[config.mk]
export PLATFORM = sky130hd
export DESIGN_NAME = imm_pixel_feeder
export DESIGN_NICKNAME = d
export VERILOG_FILES = /design/src/rtl/imm_pkg.sv /design/src/rtl/imm_skid_buf.sv /design/src/rtl/imm_pixel_feeder.sv
export SDC_FILE = /design/constraint.sdc
export NUM_CORES = 1
export LEC_CHECK = 0
export BUFFER_PORTS_ARGS = -buffer_cell sky130_fd_sc_hd__clkbuf_2
export CORE_ASPECT_RATIO = 0.6
export CORE_MARGIN = 4
export CORE_UTILIZATION = 45
export DETAILED_ROUTE_END_ITERATION = 10
export MAX_ROUTING_LAYER = met4
export PLACE_DENSITY = 0.67
export REMOVE_ABC_BUFFERS = 1
export SYNTH_ARGS = -nofsm -noshare
export SYNTH_HDL_FRONTEND = slang
export SYNTH_SLANG_ARGS = --single-unit
export TNS_END_PERCENT = 20
[constraint.sdc]
create_clock -name clk -period 2.9 [get_ports clk]
set_clock_uncertainty 0.05 [all_clocks]
set_input_delay 0.29 -clock clk [delete_from_list [all_inputs] [get_ports clk]]
set_output_delay 0.29 -clock clk [all_outputs]
set_load 0.01 [all_outputs]
[src/rtl/imm_pkg.sv]
// Shared widths and types for the image masking accelerator pixel feeder.
package imm_pkg;

   localparam int PIX_W = 12;
   localparam int ROW_W = 9;
   localparam int COL_W = 8;

   typedef struct packed {
      logic [ROW_W-1:0] row;
      logic [COL_W-1:0] col;
      logic             last;
   } pix_tag_t;

   typedef enum logic [1:0] {
      IDLE  = 2'd0,
      SCAN  = 2'd1,
      DRAIN = 2'd2
   } feeder_state_t;

endpackage

[src/rtl/imm_skid_buf.sv]
// Two-entry FIFO of {pixel, tag}; entry 0 is the registered head presented downstream.
module imm_skid_buf
   import imm_pkg::*;
#(
   parameter int DATA_W = PIX_W
) (
   input  logic              clk,
   input  logic              rst_n,
   input  logic              clear,
   input  logic              push,
   input  logic [DATA_W-1:0] push_data,
   input  pix_tag_t          push_tag,
   input  logic              pop,
   output logic [1:0]        count,
   output logic              head_valid,
   output logic [DATA_W-1:0] head_data,
   output pix_tag_t          head_tag
);

   logic [DATA_W-1:0] tail_data;
   pix_tag_t          tail_tag;
   logic              pop_ok;

   assign pop_ok     = pop && (count != 2'd0);
   assign head_valid = (count != 2'd0);

   always_ff @(posedge clk) begin
      if (!rst_n || clear) begin
         count     <= 2'd0;
         head_data <= '0;
         head_tag  <= '0;
         tail_data <= '0;
         tail_tag  <= '0;
      end else begin
         case ({push, pop_ok})
            2'b10: begin
               if (count == 2'd0) begin
                  head_data <= push_data;
                  head_tag  <= push_tag;
               end else begin
                  tail_data <= push_data;
                  tail_tag  <= push_tag;
               end
               count <= count + 2'd1;
            end
            2'b01: begin
               head_data <= tail_data;
               head_tag  <= tail_tag;
               count     <= count - 2'd1;
            end
            2'b11: begin
               if (count == 2'd1) begin
                  head_data <= push_data;
                  head_tag  <= push_tag;
               end else begin
                  head_data <= tail_data;
                  head_tag  <= tail_tag;
                  tail_data <= push_data;
                  tail_tag  <= push_tag;
               end
            end
            default: ;
         endcase
      end
   end

endmodule

[src/rtl/imm_pixel_feeder.sv]
// Row-major frame reader: streams image RAM words with (row, col, last) tags to the imm datapath.
//   state | meaning
//   IDLE  | waiting for start; base address latched on start
//   SCAN  | issuing one read per slot while the skid buffer has room
//   DRAIN | all reads issued; waiting for the last pixel, then one done cycle
module imm_pixel_feeder
   import imm_pkg::*;
#(
   parameter int IMG_ROWS = 320,
   parameter int IMG_COLS = 240,
   parameter int PIX_W    = imm_pkg::PIX_W,
   parameter int ADDR_W   = 17
) (
   input  logic              clk,
   input  logic              rst_n,
   input  logic              start,
   input  logic              abort,
   input  logic [ADDR_W-1:0] base_addr,
   output logic              mem_en,
   output logic [ADDR_W-1:0] mem_addr,
   input  logic [PIX_W-1:0]  mem_rdata,
   output logic              out_valid,
   input  logic              out_ready,
   output logic [PIX_W-1:0]  image_pixel,
   output logic [ROW_W-1:0]  pixel_row,
   output logic [COL_W-1:0]  pixel_col,
   output logic              out_last,
   output logic              busy,
   output logic              done
);

   localparam logic [ROW_W-1:0] LAST_ROW = ROW_W'(IMG_ROWS - 1);
   localparam logic [COL_W-1:0] LAST_COL = COL_W'(IMG_COLS - 1);

   feeder_state_t     state_q, state_d;
   logic [ROW_W-1:0]  row_q;
   logic [COL_W-1:0]  col_q;
   logic [ADDR_W-1:0] addr_q;
   logic              inflight_q;
   pix_tag_t          inflight_tag_q;
   logic              done_q;

   logic [1:0]        buf_count;
   logic              head_valid;
   logic [PIX_W-1:0]  head_data;
   pix_tag_t          head_tag;

   logic              pop, issue, at_last, accept_start;
   logic [1:0]        occupancy;

   assign pop          = head_valid && out_ready;
   assign occupancy    = buf_count + {1'b0, inflight_q};
   assign at_last      = (row_q == LAST_ROW) && (col_q == LAST_COL);
   assign accept_start = (state_q == IDLE) && start && !abort;

   // A pop this cycle frees a slot for the read landing next cycle, which keeps 1 pixel/clk.
   assign issue = (state_q == SCAN) && !abort && ((occupancy < 2'd2) || pop);

   always_ff @(posedge clk) begin
      if (!rst_n) begin
         state_q        <= IDLE;
         row_q          <= '0;
         col_q          <= '0;
         addr_q         <= '0;
         inflight_q     <= 1'b0;
         inflight_tag_q <= '0;
         done_q         <= 1'b0;
      end else begin
         state_q    <= state_d;
         inflight_q <= issue;
         done_q     <= (state_q == DRAIN) && pop && head_tag.last && !abort;
         if (accept_start) begin
            addr_q <= base_addr;
            row_q  <= '0;
            col_q  <= '0;
         end else if (issue) begin
            addr_q         <= addr_q + ADDR_W'(1);
            inflight_tag_q <= '{row: row_q, col: col_q, last: at_last};
            if (col_q == LAST_COL) begin
               col_q <= '0;
               row_q <= row_q + ROW_W'(1);
            end else begin
               col_q <= col_q + COL_W'(1);
            end
         end
      end
   end

   always_comb begin
      state_d = state_q;
      case (state_q)
         IDLE:    if (start) state_d = SCAN;
         SCAN:    if (issue && at_last) state_d = DRAIN;
         DRAIN:   if (done_q) state_d = IDLE;
         default: state_d = IDLE;
      endcase
      if (abort) state_d = IDLE;
   end

   imm_skid_buf #(.DATA_W(PIX_W)) u_skid_buf (
      .clk        (clk),
      .rst_n      (rst_n),
      .clear      (abort),
      .push       (inflight_q),
      .push_data  (mem_rdata),
      .push_tag   (inflight_tag_q),
      .pop        (pop),
      .count      (buf_count),
      .head_valid (head_valid),
      .head_data  (head_data),
      .head_tag   (head_tag)
   );

   assign mem_en      = issue;
   assign mem_addr    = addr_q;
   assign out_valid   = head_valid;
   assign image_pixel = head_data;
   assign pixel_row   = head_tag.row;
   assign pixel_col   = head_tag.col;
   assign out_last    = head_valid && head_tag.last;
   assign busy        = (state_q != IDLE) && !done_q;
   assign done        = done_q;

endmodule

# Word-level counts from Yosys, hierarchy flattened
# Cells that the tools add are included.
# totals
register_bits,118
in_bits,34
elab_cells,94
# classes
add_sub_neg,6
order_cmp,1
n_eq_ne,14
muxes,20
n_bitwise,2
n_reduce_logical,33
# op_table
operator,n
$mux 18,4
$pmux 18 s3,1
$mux 12,4
$pmux 12 s3,1
$pmux 18 s2,1
$mux 17,2
$pmux 12 s2,1
$add 17x1->17 const B,1
$logic_and 1x1->1,13
$reduce_bool 2->1,5
$add 9x1->9 const B,1
$eq 9x9->1 const B,1
$add 8x1->8 const B,1
$eq 8x8->1 const B,1
$mux 8,1
$ne 2x2->1 const B,4
$eq 2x1->1 const B,3
$eq 2x2->1 const B,3
$mux 2,3
$pmux 2 s3,1
$reduce_and 2->1,3
$reduce_and 3->1,2
$logic_not 2->1,2
$ne 2x1->1 const B,2
10 further kinds,15

# Logic depth before layout (Yosys ltp)
# Gate-level depths: netlist of the first run.
# logic_depth
depth_word,7
depth_mapped,10

# Cells and area by module
# From an unflattened synthesis of the first run, not the netlist that was laid out.
# hier_totals
hier_cells,663
area_unflattened_um2,5345.1
# modules_own_cells
module,n_inst,cells_each,area_each_um2,seq_area_each_um2
imm_skid_buf,1,340,2745.1,1241.2
imm_pixel_feeder,1,323,2600.0,1121.1

# Worst setup path after synthesis of the first run
# OpenSTA, ideal clock, no wires.
# synth_path
kind,register to register
start,reg u_skid_buf.count[0]
end,reg state_q[0]
setup_time_ps,133
arrival_time_ps,1902
slack_ps,815
path_stages_with_launch,9
n_path_buf,0
synth_period_minus_slack_ps,2085
cell_sequence,dfxtp_1 -> inv_1 -> ha_1 -> nor2b_1 -> inv_1 -> o21ai_4 -> nand3_2 -> or4b_4 -> nor4b_4
# synth_via
elab_chain_cells,7
elab_cells_between_ends,9
cone_classes,1 x add/sub; 1 x order compare; 1 x eq/ne; 6 x reduce/logical
# synth_rtl
item,line_no,text
"start, declared",imm_skid_buf.sv:14,"output logic [1:0] count,"
"start signal, assigned",imm_skid_buf.sv:44,count <= count + 2'd1;
"start signal, assigned",imm_skid_buf.sv:49,count <= count - 2'd1;
$add 2x1->2 / $reduce_bool 2->1 (equally long branches),"imm_pixel_feeder.sv:52, imm_skid_buf.sv:25",
$lt 2x2->1 / $logic_and 1x1->1 (equally long branches),"imm_pixel_feeder.sv:57, imm_pixel_feeder.sv:51",
$logic_or 1x1->1 *,imm_pixel_feeder.sv:57,assign issue = (state_q == SCAN) && !abort && ((occupancy < 2'd2) || pop);
$logic_and 1x1->1 *,imm_pixel_feeder.sv:57,
$logic_and 1x1->1 *,imm_pixel_feeder.sv:93,SCAN: if (issue && at_last) state_d = DRAIN;
$ne 2x1->1 (no source line) *,--,
$reduce_and 3->1 (no source line) *,--,
"end signal, assigned",imm_pixel_feeder.sv:69,state_q <= state_d;
"end, declared",imm_pixel_feeder.sv:35,"feeder_state_t state_q, state_d;"
# Every way passes the cells marked *; elsewhere a longest branch is shown, timed or not.
# A chain may end at the register's enable or synchronous reset.

# Worst setup path in the final report of the first run
# layout_path
start,reg u_skid_buf.count[0]
end,out mem_en
# layout_via
elab_chain_cells,4
elab_cells_between_ends,6
cone_classes,1 x add/sub; 1 x order compare; 4 x reduce/logical
# layout_rtl
item,line_no,text
$add 2x1->2 / $reduce_bool 2->1 (equally long branches),"imm_pixel_feeder.sv:52, imm_skid_buf.sv:25",
$lt 2x2->1 / $logic_and 1x1->1 (equally long branches),"imm_pixel_feeder.sv:57, imm_pixel_feeder.sv:51",
$logic_or 1x1->1 *,imm_pixel_feeder.sv:57,
$logic_and 1x1->1 *,imm_pixel_feeder.sv:57,
"end, declared",imm_pixel_feeder.sv:19,"output logic mem_en,"
# Marked as above.

==> flow_metrics.tcl, run 1 <==
set metrics [dict create \
    status "finished, final reports clean" \
    vias 4781 \
    timing.rr.end "u_skid_buf.tail_tag[9]" \
    clk_pin_slew_ns 0.05 \
    yosys-top-cells-area "dfxtp_1 (46%), nand2_1 (9.5%), a21oi_1 (6.2%)" \
    wl_per_cell_um 15.7 \
    final_util 0.552 \
    synthCells 624 \
    period_share 0.917 \
    critPathMaxStageDelay_ns 0.41 \
    worstHoldStart "base_addr[13]" \
    end_kind "output pin" \
    initial_utilization 0.460 \
    fmax_mhz 376 \
    slew_violations 0 \
    critPathLaunchType "register" \
    grt_pass1_wl_um 22300 \
    via_per_inst 5.66 \
    overflow 0 \
    first_pass_iters 6 \
    rsz0062_at_grt "false" \
    postCtsSetupBuffers 0 \
    stdcell_count 845 \
    num_io_pins 85 \
    fillers 987 \
    clock-sinks 118 \
    antenna_found_initial 0 \
    grt_max_degree 61 \
    yosysWarnings 0 \
    yosys.area.top_type "dfxtp_1" \
    powerDensity_mw_per_mm2 619 \
    antenna_left 0 \
    nets 731 \
    track_usage 0.208 \
    final_common_cell "nand2_1" \
    ir_drop_v 0.000450 \
    fin_setup_tns_ns 0 \
    n_antenna_cell 0 \
    crit_top_cell "inv_1" \
    r2r_slack_ns 0.41 \
    cp_data_arrival_time_ns 2.32 \
    synth.distinct_cells 63 \
    hold_path_class "in -> reg" \
    synth_edf_count 0 \
    synth-seq-cells 118 \
    cts-root-buf "clkbuf_16" \
    numCtsBuffers 17 \
    crit_required_ns 2.56 \
    drv_cap 0 \
    die_y_um 91.1 \
    coreArea_mm2 0.0113 \
    p_leak_nw 2.21 \
    numPortBuffers 84 \
    wl_um 13200 \
    critPathKind "reg -> out" \
    reg2reg_from "u_skid_buf.count[0]" \
    async_flop_share 0 \
    post-dp-hpwl_um 8900 \
    cts_max_level 4 \
    worst_pin_slew_ns 0.937 \
    whs_path_depth 3 \
    synth_area_mm2 0.00518 \
    synth_top_area_share 0.456 \
    drt_iter0_markers 295 \
    grt_pass1_vias 4562 \
    synth-seq-area-share 0.456 \
    crit_path_start "u_skid_buf.count[0]" \
    place_inst 814 \
    synth.avg_cell_area_um2 8.31 \
    worst_path_max_delay_cell "dfxtp_1" \
    finalSetupViolCount 0 \
    fin_crit_ns 2.66 \
    finalPower_mw 3.84 \
    cp_cell_sequence "inv_1, ha_1, nor2b_1, inv_1, o21ai_4, nand2_2, inv_6, clkbuf_2" \
    area_growth_pct 19.8 \
    clock_latency_ns 0.41 \
    final_cell_mix "nand2_1 (131), dfxtp_1 (118), clkbuf_2 (84)" \
    rows 30 \
    drc 0 \
    hold_end "mem_addr[13]" \
    synth_top_flop_cell "dfxtp_1" \
    hold_viol_final 0 \
    die_w_um 147 \
    cts_tree "done" \
    clock_path_buffers 2 \
    reg2reg_depth 10 \
    slew_headroom 0.375 \
    drive_gt1_frac 0.215 \
    place_congestion 0.866 \
    dieArea_mm2 0.0134 \
    hold_ws_ns 0.0689 \
    path_max_fanout 21 \
]
## layer usage
metal  up-vias  routed length, um  global-route usage  part of all wire
li1       2332                  -                   -                 -
met2       159               6200               0.312              0.47
met5         -                  0                   -                 0
met3        17                760              0.0668             0.057
met4         0                127              0.0626            0.0096
met1      2273               6150               0.270              0.46
## how the worst max path moves through the flow
stage / cells past startpoint / slack [ns] / endpoint
2_1_floorplan: 7 / -0.28 / u_skid_buf.head_data[0]
4_1_cts: 8 / 0.10 / mem_en
3_3_place_gp: 10 / 0.60 / u_skid_buf.tail_tag[2]
6_report: 8 / 0.24 / mem_en
3_5_place_dp: 10 / 0.47 / u_skid_buf.tail_tag[9]
5_1_grt: 8 / 0.01 / mem_en
## flip-flops by register name (all words and copies together), names as in the netlist
| name | count |
|---|---|
| u_skid_buf.head_tag | 18 |
| mem_addr | 17 |
| u_skid_buf.head_data | 12 |
| col_q | 8 |
| done | 1 |
| inflight_q | 1 |
| state_q | 2 |
| u_skid_buf.count | 2 |
| u_skid_buf.tail_tag | 18 |
| inflight_tag_q | 18 |
| u_skid_buf.tail_data | 12 |
| row_q | 9 |
## cell usage after synthesis, types with 8 or more instances
cell,count
nand3_1,11
o21ai_0,8
a211oi_1,31
ha_1,8
inv_1,10
nand2_1,131
nand4_1,9
buf_4,17
a22oi_1,35
xor2_1,8
clkbuf_1,31
dfxtp_1,118
nor2_1,53
a21oi_1,64
## cells by family after synthesis
logic type,after synthesis,synth area share
and+or+nand+nor,247,0.224
muxes,1,0.00193
AOI/OAI and AO/OA,172,0.218
buffers and inverters,66,0.0611
xor gates and xnor gates,12,0.0203
adders and majority gates,8,0.0193
DFF,118,0.456
## cell type report
type	count	area [um^2]	share of cell area
Multi-Input combinational cell	440	2530	0.407
Sequential cell	118	2360	0.380
Timing Repair Buffer	100	541	0.0870
Clock buffer	23	478	0.0769
Tap cell	144	180	0.0290
Clock inverter	8	75.1	0.0121
Inverter	12	50.0	0.00806
## what timing repair did
| action | CTS | global route |
|---|---|---|
| endpoints found under the setup margin | 0 | 1 |
| hold buffers | 0 | 0 |
| gates resized for setup | 0 | 3 |
| hold endpoints to repair | 0 | 0 |
## through the flow
stage | instance area, um^2 | setup WS (ns)
2_1_floorplan | 4910 | -0.282
3_3_place_gp | 5650 | 0.595
3_5_place_dp | 5650 | 0.472
4_1_cts | 6210 | 0.104
5_1_grt | 6210 | 0.0128
6_report | 6210 | 0.240
## power breakdown
group,switching [mW],leakage [nW],internal (mW),total [mW]
registers,0.0259,0.953,1.64,1.67
logic,0.135,0.995,0.0801,0.215
clock network,0.722,0.261,1.24,1.96
## critical path, delay by kind of cell, from the launching register on
kind	cells	cell delay (ns)
fa+ha+maj	1	0.25
flops	1	0.41
compound gates	1	0.17
simple gates	2	0.45
buf+inv	4	0.62
(Power assumes the default switching activity.)
==> inputs of run 2 (changes only) <==
Settings changed: CORE_UTILIZATION 45 to 35, PLACE_DENSITY 0.67 to 0.55.
==> flow_metrics.tcl, run 2 (synthesis results as in run 1) <==
set metrics [dict create \
    final_util 0.439 \
    p_leak_nw 2.25 \
    grt_pass1_wl_um 22100 \
    multi_input_area_mm2 0.00253 \
    final_area_mm2 0.00637 \
    worst_pin_slew_ns 1.01 \
    regArea_mm2 0.00236 \
    numPortBuffers 84 \
    nets 728 \
    clk_pin_slew_ns 0.06 \
    hold_path_class "in -> reg" \
    timing.rr.end "col_q[4]" \
    clock-sinks 118 \
    finalSetupViolCount 0 \
    track_usage 0.170 \
    crit_required_ns 2.56 \
    n_antenna_cell 0 \
    first_pass_iters 5 \
    rows 34 \
    worst_path_max_delay_cell "dfxtp_1" \
    coreArea_mm2 0.0145 \
    grt_max_degree 40 \
    setup_slack_ns 0.222 \
    place_congestion 0.842 \
    die_y_um 102 \
    dieArea_mm2 0.0169 \
    wl_um 13500 \
    finalPower_mw 4.20 \
    critPathKind "reg -> out" \
    wl_per_cell_um 15.0 \
    use_met1 0.240 \
    clock_latency_ns 0.41 \
    critPathMaxStageDelay_ns 0.41 \
    end_kind "output pin" \
    fmax_mhz 373 \
    r2r_slack_ns 0.27 \
    cts_max_level 4 \
    cp_data_arrival_time_ns 2.34 \
    powerDensity_mw_per_mm2 659 \
    path_max_fanout 24 \
    reg.largest.list "inflight_tag_q (18), u_skid_buf.head_tag (18), u_skid_buf.tail_tag (18)" \
    cts-root-buf "clkbuf_16" \
    status "finished, final reports clean" \
    ir_drop_v 0.000376 \
    place_inst 865 \
    gr-max-usage-layer "met1" \
    met2_usage 0.232 \
    antenna_left 0 \
    place_area_mm2 0.00571 \
    whs_path_depth 3 \
    clock_path_buffers 2 \
    drt_iter0_markers 350 \
    antenna_found_initial 0 \
    die_w_um 165 \
    hold_viol_final 0 \
    hold_ws_ns 0.0602 \
    drive_gt1_frac 0.217 \
    via_per_inst 5.24 \
    reg2reg_from "u_skid_buf.count[0]" \
    pre_cts_ws_ns 0.300 \
    overflow 0 \
    post-dp-hpwl_um 9380 \
    slew_violations 0 \
    slew_headroom 0.324 \
    postCtsSetupBuffers 0 \
    stdcell_count 897 \
    hold_end "done" \
    period_share 0.923 \
    hold_buffers 0 \
    final_cell_mix "nand2_1 (131), dfxtp_1 (118), clkbuf_2 (84)" \
    worstHoldStart "out_ready" \
    num_io_pins 85 \
    area_growth_pct 22.9 \
    grt_use_met3 0.0455 \
    numCtsBuffers 17 \
    vias 4698 \
    initial_utilization 0.357 \
    final_common_cell "nand2_1" \
    reg2reg_depth 9 \
    fillers 1473 \
    cp_cell_sequence "inv_1, ha_1, nor2b_1, inv_1, o21ai_4, nand2_2, inv_8, clkbuf_2" \
    drv_cap 0 \
    rsz0062_at_grt "false" \
    fin_setup_tns_ns 0 \
    drc 0 \
    cts_tree "done" \
    fin_crit_ns 2.68 \
    grt_pass1_vias 4439 \
    crit_top_cell "inv_1" \
    critPathLaunchType "register" \
]
run 2: cell count changes in the layout (fill, tap and decap cells not counted), moves of 2 or more:
cell	before	now
clkbuf_8	3	0
bufinv_16	1	5
buf_4	16	12
clkbuf_1	3	0
clkinv_4	0	2
inv_6	1	3
run 2: worst max-delay path: cells and delay by family (launching register included):
family,cells,cell delay (ns)
flip-flops,1,0.41
buffers and inverters,4,0.63
adder cells (fa/ha/maj),1,0.23
AO/OA/AOI/OAI,1,0.18
AND/OR/NAND/NOR,2,0.47
run 2: how the worst max path moves through the flow:
stage | start | end | slack (ns)
finish | u_skid_buf.count[0] | mem_en | 0.22
global route | u_skid_buf.count[0] | mem_en | 0.007
CTS | u_skid_buf.count[0] | mem_en | 0.01
detailed placement | u_skid_buf.count[0] | u_skid_buf.head_data[2] | 0.30
global placement | u_skid_buf.count[0] | u_skid_buf.head_data[10] | 0.42
floorplan | u_skid_buf.count[0] | u_skid_buf.head_data[0] | -0.28
run 2: layer usage:
metal,vias up,routed length (um)
li1,2333,-
met1,2217,6730
met4,0,127
met2,135,5700
met3,13,935
met5,-,0
run 2: repair_timing:
action	4_1_cts	5_1_grt
gates resized for setup	0	4
setup endpoints to repair	0	1
hold endpoints to repair	0	0
run 2: cell type report:
cell class | instances | area share
timing repair buffer | 97 | 0.0833
tap | 198 | 0.0389
clock buffer | 17 | 0.0668
inverter | 12 | 0.00825
sequential | 118 | 0.371
clock inverter | 15 | 0.0355
multi-input combinational | 440 | 0.397
run 2: power by group:
group | switching (mW) | total, mW | internal (mW)
Clock | 0.786 | 2.32 | 1.53
Combinational | 0.135 | 0.214 | 0.0787
Sequential | 0.0252 | 1.67 | 1.64
==> inputs of run 3 (changes only) <==
Settings changed: CELL_PAD_IN_SITES_DETAIL_PLACEMENT set to 1, CELL_PAD_IN_SITES_GLOBAL_PLACEMENT set to 1, GPL_ROUTABILITY_DRIVEN set to 0, PLACE_DENSITY 0.55 to 0.69.
==> flow_metrics.tcl, run 3 (synthesis results as in run 1) <==
set metrics [dict create \
    dieArea_mm2 0.0169 \
    drt_iter0_markers 217 \
    slew_headroom 0.411 \
    cts-root-buf "clkbuf_16" \
    wl_per_cell_um 16.6 \
    fin_crit_ns 2.67 \
    n_antenna_cell 0 \
    via_per_inst 5.25 \
    reg.largest.list "inflight_tag_q (18), u_skid_buf.head_tag (18), u_skid_buf.tail_tag (18)" \
    track_usage 0.190 \
    critPathMaxStageDelay_ns 0.41 \
    cts_max_level 4 \
    worst_pin_slew_ns 0.883 \
    period_share 0.921 \
    clock_path_buffers 2 \
    initial_utilization 0.357 \
    antenna_left 0 \
    path_max_fanout 20 \
    p_leak_nw 2.22 \
    area_growth_pct 21.7 \
    fillers 1727 \
    coreArea_mm2 0.0145 \
    critPathLaunchType "register" \
    ir_drop_v 0.000402 \
    num_io_pins 85 \
    clock-sinks 118 \
    die_w_um 165 \
    grt_max_degree 66 \
    vias 4709 \
    hold_viol_final 0 \
    end_kind "register" \
    drv_cap 0 \
    crit_top_cell "ha_1" \
    powerDensity_mw_per_mm2 625 \
    critPathKind "reg -> reg" \
    wl_um 14900 \
    rows 34 \
    post-dp-hpwl_um 10400 \
    crit_required_ns 3.16 \
    cts_tree "done" \
    grt_pass1_vias 4894 \
    cp_cell_sequence "inv_1, ha_1, nor2b_1, ha_1, nand2_1, o21ai_2, buf_4, a22oi_1, a211oi_1" \
    drc 0 \
    cp_data_arrival_time_ns 2.93 \
    die_y_um 102 \
    hold_path_class "in -> reg" \
    rsz0062_at_grt "false" \
    slew_violations 0 \
    fmax_mhz 375 \
    worst_path_max_delay_cell "dfxtp_1" \
    numCtsBuffers 17 \
    clk_pin_slew_ns 0.06 \
    finalPower_mw 3.95 \
    drive_gt1_frac 0.217 \
    hold_ws_ns 0.0519 \
    final_cell_mix "nand2_1 (131), dfxtp_1 (118), clkbuf_2 (84)" \
    overflow 0 \
    grt_pass1_wl_um 24800 \
    finalSetupViolCount 0 \
    antenna_found_initial 0 \
    nets 729 \
    status "finished, final reports clean" \
    final_common_cell "nand2_1" \
    first_pass_iters 5 \
    clock_latency_ns 0.41 \
    numPortBuffers 84 \
]
==> run 3: cell count changes in the layout (fill, tap and decap cells not counted) <==
cell	before	now
inv_8	1	0
clkinv_4	2	4
inv_6	3	4
nand2_2	1	0
nand2_4	0	1
bufinv_16	5	2
buf_4	12	13
==> run 3: power by group <==
group	leakage (nW)	internal [mW]	switching (mW)
clock network	0.276	1.27	0.790
logic	0.992	0.0800	0.138
registers	0.953	1.64	0.0260
total	2.22	2.99	0.955
==> run 3: repair_timing <==
action,CTS,global route
endpoints found under the setup margin,0,1
hold endpoints to repair,0,0
gates resized for setup,0,4
setup buffers,0,0
hold buffers,0,0
==> run 3: worst max-delay path: cells and delay by family, from the launching register on <==
family / cells / cell delay [ns]
fa+ha+maj: 2 / 0.59
buf+inv: 2 / 0.41
compound gates: 3 / 0.75
flops: 1 / 0.41
simple gates: 2 / 0.34
==> run 3: final timing paths <==
kind,start,endpoint,slack [ns],cells past startpoint
worst max-delay path,u_skid_buf.count[0],u_skid_buf.head_data[2],0.23,9
worst min-delay path,mem_rdata[3],u_skid_buf.tail_data[3],0.05,3
worst max register to register,u_skid_buf.count[0],u_skid_buf.head_data[2],0.23,9
worst min register to register,u_skid_buf.tail_data[3],u_skid_buf.tail_data[3],0.41,2
==> run 3: per-stage QoR <==
stage | util | instance area (um^2) | setup TNS [ns] | setup slack [ns] | instances
after floorplan | - | 4910 | -16.36 | -0.282 | 570
after global placement | 0.394 | 5720 | 0 | 0.474 | 866
after detailed placement | 0.394 | 5720 | 0 | 0.283 | 866
after CTS | 0.434 | 6300 | 0 | 0.00286 | 897
after global routing | 0.435 | 6310 | 0 | 0.0220 | 897
final | 0.435 | 6310 | 0 | 0.230 | 897
==> run 3: area by class of cell <==
cell class	instances	area, um^2	share of cell area
multi-input combinational	440	2530	0.401
sequential	118	2360	0.374
timing repair buffer	98	538	0.0853
clock buffer	17	425	0.0674
tap	198	248	0.0393
clock inverter	14	154	0.0244
inverter	12	50.0	0.00793
==> run 3: metal layers <==
layer	wire length [um]	global-route usage	vias up
li1	-	-	2321
met1	7380	0.251	2315
met2	6960	0.292	63
met3	533	0.0488	10
met4	59	0.0511	0
met5	0	-	-
